<file path="config.mk">
export PLATFORM = sky130hd
export DESIGN_NAME = drop_time_ctrl
export DESIGN_NICKNAME = d
export VERILOG_FILES = /design/src/rtl/drop_time_ctrl.sv
export SDC_FILE = /design/constraint.sdc
export NUM_CORES = 1
export LEC_CHECK = 0
export BUFFER_PORTS_ARGS = -buffer_cell sky130_fd_sc_hd__clkbuf_2
export CAP_MARGIN = 15
export CORE_MARGIN = 3
export CORE_UTILIZATION = 43
export DETAILED_ROUTE_END_ITERATION = 6
export PLACE_DENSITY_LB_ADDON = 0.25
export SLEW_MARGIN = 20
export SYNTH_ARGS = -nofsm -noshare
export SYNTH_HDL_FRONTEND = slang
export SYNTH_SLANG_ARGS = --single-unit
</file>
<file path="constraint.sdc">
create_clock -name clk -period 4 [get_ports clk]
set_clock_uncertainty 0.2 [all_clocks]
set_input_delay 0 -clock clk [delete_from_list [all_inputs] [get_ports clk]]
set_output_delay 0 -clock clk [all_outputs]
set_load 0.01 [all_outputs]
</file>
<file path="src/rtl/drop_time_ctrl.sv">
// Drop window controller: times a window in ticks and grants fixed-length drop enables on request edges.
// Optional DROP_COUNT_EN macro enables the granted-drop counter; otherwise drop_count is tied to zero.
module drop_time_ctrl #(
    parameter int unsigned HOLD_CYCLES = 8
) (
    input  logic        clk,
    input  logic        rst_n,
    input  logic        tick,
    input  logic        start,
    input  logic        stop,
    input  logic [15:0] cfg_lim,
    input  logic        req,
    input  logic        drop_activated,
    output logic [15:0] t_act,
    output logic [15:0] t_lim,
    output logic        drop_en,
    output logic        busy,
    output logic [7:0]  drop_count
);

    // state | meaning
    // IDLE  | no window open, outputs hold last window's values
    // COUNT | window open, counting ticks, waiting for a request edge
    // HOLD  | drop_en asserted, hold timer running down
    typedef enum logic [1:0] {
        IDLE  = 2'd0,
        COUNT = 2'd1,
        HOLD  = 2'd2
    } state_t;

    localparam logic [7:0] HOLD_LOAD = 8'(HOLD_CYCLES - 1);

    state_t      state, state_nxt;
    logic        req_q;
    logic        req_edge;
    logic [7:0]  hold_cnt, hold_cnt_nxt;
    logic        act_seen, act_seen_nxt;
    logic        restart;
    logic        count_drop;
    logic [15:0] t_act_nxt, t_lim_nxt;

    assign req_edge = req & ~req_q;

    always_comb begin
        state_nxt    = state;
        hold_cnt_nxt = hold_cnt;
        act_seen_nxt = act_seen;
        restart      = 1'b0;
        count_drop   = 1'b0;
        case (state)
            IDLE: begin
                if (start) begin
                    restart   = 1'b1;
                    state_nxt = COUNT;
                end
            end
            COUNT: begin
                if (stop) begin
                    state_nxt = IDLE;
                end else if (start) begin
                    restart   = 1'b1;
                    state_nxt = COUNT;
                end else if (req_edge) begin
                    state_nxt    = HOLD;
                    hold_cnt_nxt = HOLD_LOAD;
                    act_seen_nxt = 1'b0;
                end
            end
            HOLD: begin
                if (stop) begin
                    state_nxt = IDLE;
                end else if (start) begin
                    restart   = 1'b1;
                    state_nxt = COUNT;
                end else begin
                    act_seen_nxt = act_seen | drop_activated;
                    if (hold_cnt == 8'd0) begin
                        state_nxt  = COUNT;
                        count_drop = act_seen_nxt;
                    end else begin
                        hold_cnt_nxt = hold_cnt - 8'd1;
                    end
                end
            end
            default: state_nxt = IDLE;
        endcase
    end

    // Ticks on a stop or restart cycle are discarded so the displayed time is stable.
    always_comb begin
        t_act_nxt = t_act;
        t_lim_nxt = t_lim;
        if (restart) begin
            t_act_nxt = 16'd0;
            t_lim_nxt = cfg_lim;
        end else if (state != IDLE && !stop && tick && t_act != 16'hFFFF) begin
            t_act_nxt = t_act + 16'd1;
        end
    end

    always_ff @(posedge clk or negedge rst_n) begin
        if (!rst_n) begin
            state    <= IDLE;
            req_q    <= 1'b0;
            hold_cnt <= 8'd0;
            act_seen <= 1'b0;
            t_act    <= 16'd0;
            t_lim    <= 16'd0;
            drop_en  <= 1'b0;
            busy     <= 1'b0;
        end else begin
            state    <= state_nxt;
            req_q    <= req;
            hold_cnt <= hold_cnt_nxt;
            act_seen <= act_seen_nxt;
            t_act    <= t_act_nxt;
            t_lim    <= t_lim_nxt;
            drop_en  <= (state_nxt == HOLD);
            busy     <= (state_nxt != IDLE);
        end
    end

`ifdef DROP_COUNT_EN
    logic [7:0] drop_cnt_q;

    always_ff @(posedge clk or negedge rst_n) begin
        if (!rst_n) begin
            drop_cnt_q <= 8'd0;
        end else if (restart) begin
            drop_cnt_q <= 8'd0;
        end else if (count_drop && drop_cnt_q != 8'hFF) begin
            drop_cnt_q <= drop_cnt_q + 8'd1;
        end
    end

    assign drop_count = drop_cnt_q;
`else
    logic unused_count_drop;
    assign unused_count_drop = count_drop;
    assign drop_count        = 8'd0;
`endif

endmodule

</file>
# After elaboration in Yosys (flattened, before gate mapping)
# Cells that the tools add are included.
dict set report word_totals {
  regBits 45
  input_bits 23
  out_inout_bits 42
  word_cells 53
}
dict set report op_classes {
  add_sub_neg 2
  eq_ne 10
  n_mux 20
  bitwise 2
  n_reduce_logical 12
}
# cell count
set op_table {}
lappend op_table {{$mux 8} 6}
lappend op_table {{$mux 16} 2}
lappend op_table {{$add 16x1->16 const B} 1}
lappend op_table {{$ne 16x16->1 const B} 1}
lappend op_table {{$pmux 8 s2} 1}
lappend op_table {{$mux 2} 7}
lappend op_table {{$ne 2x2->1 const B} 6}
lappend op_table {{$logic_not 8->1} 1}
lappend op_table {{$reduce_bool 2->1} 4}
lappend op_table {{$sub 8x1->8 const B} 1}
lappend op_table {{$reduce_and 7->1} 1}
lappend op_table {{$pmux 2 s3} 1}
lappend op_table {{$eq 2x2->1 const B} 2}
lappend op_table {{$logic_and 1x1->1} 3}
lappend op_table {{$eq 2x1->1 const B} 1}
lappend op_table {{$logic_not 2->1} 1}
lappend op_table {{$mux 1} 2}
lappend op_table {{$pmux 1 s2} 1}
lappend op_table {{$reduce_or 2->1} 1}
lappend op_table {{$and 1x1->1} 1}
lappend op_table {{$logic_not 1->1} 1}
lappend op_table {{$not 1->1} 1}

# Depth between registers and ports, before layout
dict set report logic_depth {
  ltp_word 7
  ltp_mapped 8
  mapped_depth_nobuf 6
}

# Worst setup path after synthesis
# OpenSTA, ideal clock, no wires.
dict set report synth_timing {
  path_type {reg-to-reg}
  startpoint {register state[1]}
  endpoint {register t_act[15]}
  setup_time_ns 0.078
  t_arrival_ns 1.833
  required_time_ns 3.722
  path_slack_ns 1.889
  stages_incl_launch_ff 8
  n_path_buf 1
  synth_period_minus_slack_ns 2.111
  cell_sequence {dfrtp_1 inv_1 ha_1 nor3b_2 nand4_1 buf_2 or4_1 a21oi_1}
}
dict set report synth_via {
  elab_chain_cells 5
  elab_cells_between_ends 11
  cone_classes {eq/ne: 2; mux: 2; reduce/logical: 7}
}
# item line_no
set synth_rtl {}
lappend synth_rtl {{start, declared} 33} ;# state_t state, state_nxt;
lappend synth_rtl {{start signal, assigned} 112} ;# state <= state_nxt;
lappend synth_rtl {{parallel branches: the longest is 5 deep, another holds $mux 16} n/a}
lappend synth_rtl {{end signal, assigned} 116} ;# t_act <= t_act_nxt;
lappend synth_rtl {{end, declared} 14} ;# output logic [15:0] t_act,
# Several ways; the timed one is not identified.
# A chain may end at the register's enable or synchronous reset.

# Worst setup path in the final report
dict set report layout_timing {
  startpoint {register state[1]}
  endpoint {register t_act[11]}
}
# Same word-level chain as after synthesis.

==> qor.yml <==
cap_violations: 0
grt_pass1_vias: 2040
critPathSlowestCell: "or4_2"
grt_use_total: 0.187
final-hold-violation-count: 0
drcViolationCount: 0
nNetsFinal: 368
slew_viol_final: 0
numCtsBuffers: 5
crit_fanout: 11
clock_path_buffers: 2
highest_layer: "met4"
synth_edf_count: 0
core_um2: 5300
rows: 26
drt_first_iter_violations: 120
fmax_mhz: 365
timing.final.crit_share: 0.685
start_kind: "flop"
post_dp_cell_area_um2: 2710
antenna_found_initial: 0
hold_class: "in -> async"
required_ps: 4030
htreeDepth: 2
routedWlPerCell_um: 14.0
rsz0062_at_grt: "false"
drt-met1-wl_um: 2670
synth.avg_cell_area_um2: 9.25
crit_family: "simple AND/OR/NAND/NOR gates"
critical_path.max_stage_delay_ps: 720
stdcell_area_um2: 3040
grt.overflow.total: 0
placed_cells: 379
ant_nets: 0
worst_slew_pin_slew_ps: 972
path_class: "reg -> reg"
die_area_um2: 6620
powerDensity_nw_per_um2: 453
dp_hpwl_um: 3710
max-slew-margin-rel: 0.347
utilization: 0.573
grt_max_degree: 46
grt_pass1_wl_um: 9610
synth_area_um2: 2440
routed_wl_um: 5720
hold_slack_ps: 104
status: "finished, final reports clean"
viasPerCell: 5.37
multi_input_area_um2: 1180
final-setup-viol-count: 0
finalNonFillerCells: 410
synthFlopType: "dfrtp_1"
netlist_instances: 264
worstPathBufferInverterCount: 1
p_leak_uw: 0.00144
path_depth: 6
async_reset_ff_frac: 1.00
diodes: 0
path_clk_slew_ps: 90
vias: 2201
ioPinCount: 65
reg2reg_depth: 6
portBuffers: 55
tns_ps: 0
ys_ff_latch: 45
synth_seq_area_share: 0.461
fp.dieW_um: 81.4
fill_cells: 465
gp_congestion: 0.828
syn_to_final_growth_pct: 24.4
die_h_um: 81.4
start_util: 0.461
wl_met2_um: 2640
arrival_ps: 2780
endpoint_kind: "flop"
ir_drop_mv: 0.322
drive_above_1_share: 0.226
cts_sinks: 45
clock_latency_ps: 300
met3_length_um: 354
cts-root-buf: "clkbuf_8"
yosysUniqueCellTypes: 50
final.min_clock_period_ps: 2740
cts_tree: "built"
path_cells: "inv_1 > ha_1 > nor3b_2 > nand4_1 > or4_2 > a21oi_1"
firstDrtPassIters: 5
ys_warn_count: 0
seq_area_um2: 1130
cell usage in the layout (no fill, tap or decap), types with 2 or more instances in the layout:
cell / Yosys / layout
dlygate4sd3_1: 0 / 22
or3_1: 5 / 5
conb_1: 1 / 8
buf_4: 8 / 2
o31ai_1: 12 / 12
and3_1: 3 / 3
or4_1: 9 / 9
nand4_1: 6 / 6
o21bai_1: 2 / 2
nor4_1: 2 / 2
a211oi_1: 2 / 2
a22o_1: 3 / 3
nand3b_1: 2 / 2
clkbuf_2: 1 / 55
and2_1: 2 / 2
and4_1: 2 / 2
or2_2: 4 / 4
nor2_1: 8 / 8
inv_1: 9 / 9
nand3_1: 5 / 5
a31oi_1: 3 / 3
o21ai_0: 9 / 8
nand2_1: 60 / 60
ha_1: 6 / 6
clkbuf_8: 0 / 5
a21oi_1: 17 / 17
dfrtp_1: 45 / 45
nor2b_1: 2 / 2
nand2b_1: 5 / 5
o41ai_1: 2 / 2
o21a_1: 3 / 3
power breakdown:
group	leakage (uW)	switching, uW	internal (uW)
registers	0.000582	71.9	563
clock network	0.0000445	165	124
logic	0.000811	271	181
total	0.00144	508	868
worst paths after layout:
check	startpoint	endpoint	slack (ps)
setup reg to reg	state[1]	t_act[11]	1260
hold reg to reg	t_lim[15]	t_lim[15]	280
max in group asynchronous	rst_n	drop_en	3110
min in group clk	req	req_q	210
hold / removal	rst_n	req_q	100
setup / recovery	state[1]	t_act[11]	1260
timing repair:
item	4_1_cts	5_1_grt
gates resized for setup	0	0
hold buffers	22	0
setup endpoints to repair	0	0
setup buffers	0	0
hold endpoints to repair	68	0
stage by stage:
stage / power (uW) / worst slack, ps
finish: 1380 / 1260
global route: 1470 / 1140
CTS: 1380 / 1230
detailed placement: 1070 / 1260
global placement: 1050 / 1310
floorplan: 897 / 1890
layout make-up:
| type | count | share of cell area |
|---|---|---|
| Clock buffer | 5 | 0.0226 |
| Clock inverter | 3 | 0.00700 |
| Inverter | 9 | 0.0111 |
| Multi-Input combinational cell | 198 | 0.387 |
| Sequential cell | 45 | 0.371 |
| Tap cell | 70 | 0.0288 |
| Timing Repair Buffer | 80 | 0.173 |
cell families after synthesis:
logic type	synth area share
AO/OA/AOI/OAI	0.172
buffers and inverters	0.0681
AND/OR/NAND/NOR	0.263
multiplexers	0.00410
adder cells (fa/ha/maj)	0.0307
flip-flops	0.461
other	0.00154
flip-flops by register name, indices dropped and copies added (netlist names):
name / count
t_act: 16
t_lim: 16
hold_cnt: 8
state: 2
busy: 1
drop_en: 1
req_q: 1
layer usage:
metal | vias to the layer above | GRT usage
met5 | - | 0
li1 | 1080 | -
met2 | 72 | 0.292
met1 | 1045 | 0.249
met4 | 0 | 0.0608
met3 | 4 | 0.0510
synth_stat cells, drive strengths merged (3+ instances only):
library cell / n / area share
nor2: 9 / 0.015
o21ai: 9 / 0.018
nand3: 5 / 0.010
clkbuf: 6 / 0.0097
nand2: 60 / 0.092
a22o: 3 / 0.011
a31oi: 3 / 0.0077
ha: 6 / 0.031
dfrtp: 45 / 0.46
nor4: 3 / 0.014
o31ai: 12 / 0.037
buf: 12 / 0.039
o21a: 3 / 0.0092
nand2b: 5 / 0.013
or3: 6 / 0.016
or2: 4 / 0.010
a21oi: 17 / 0.035
or4: 10 / 0.031
inv: 9 / 0.014
and3: 3 / 0.0077
nand4: 6 / 0.015
worst register-to-register path, delay by kind of cell (launching register included):
family / cells / cell delay (ps)
fa+ha+maj: 1 / 270
flops: 1 / 440
simple gates: 3 / 1540
buf+inv: 1 / 90
compound gates: 1 / 150
No activity file was read; power rests on OpenSTA's default activity.
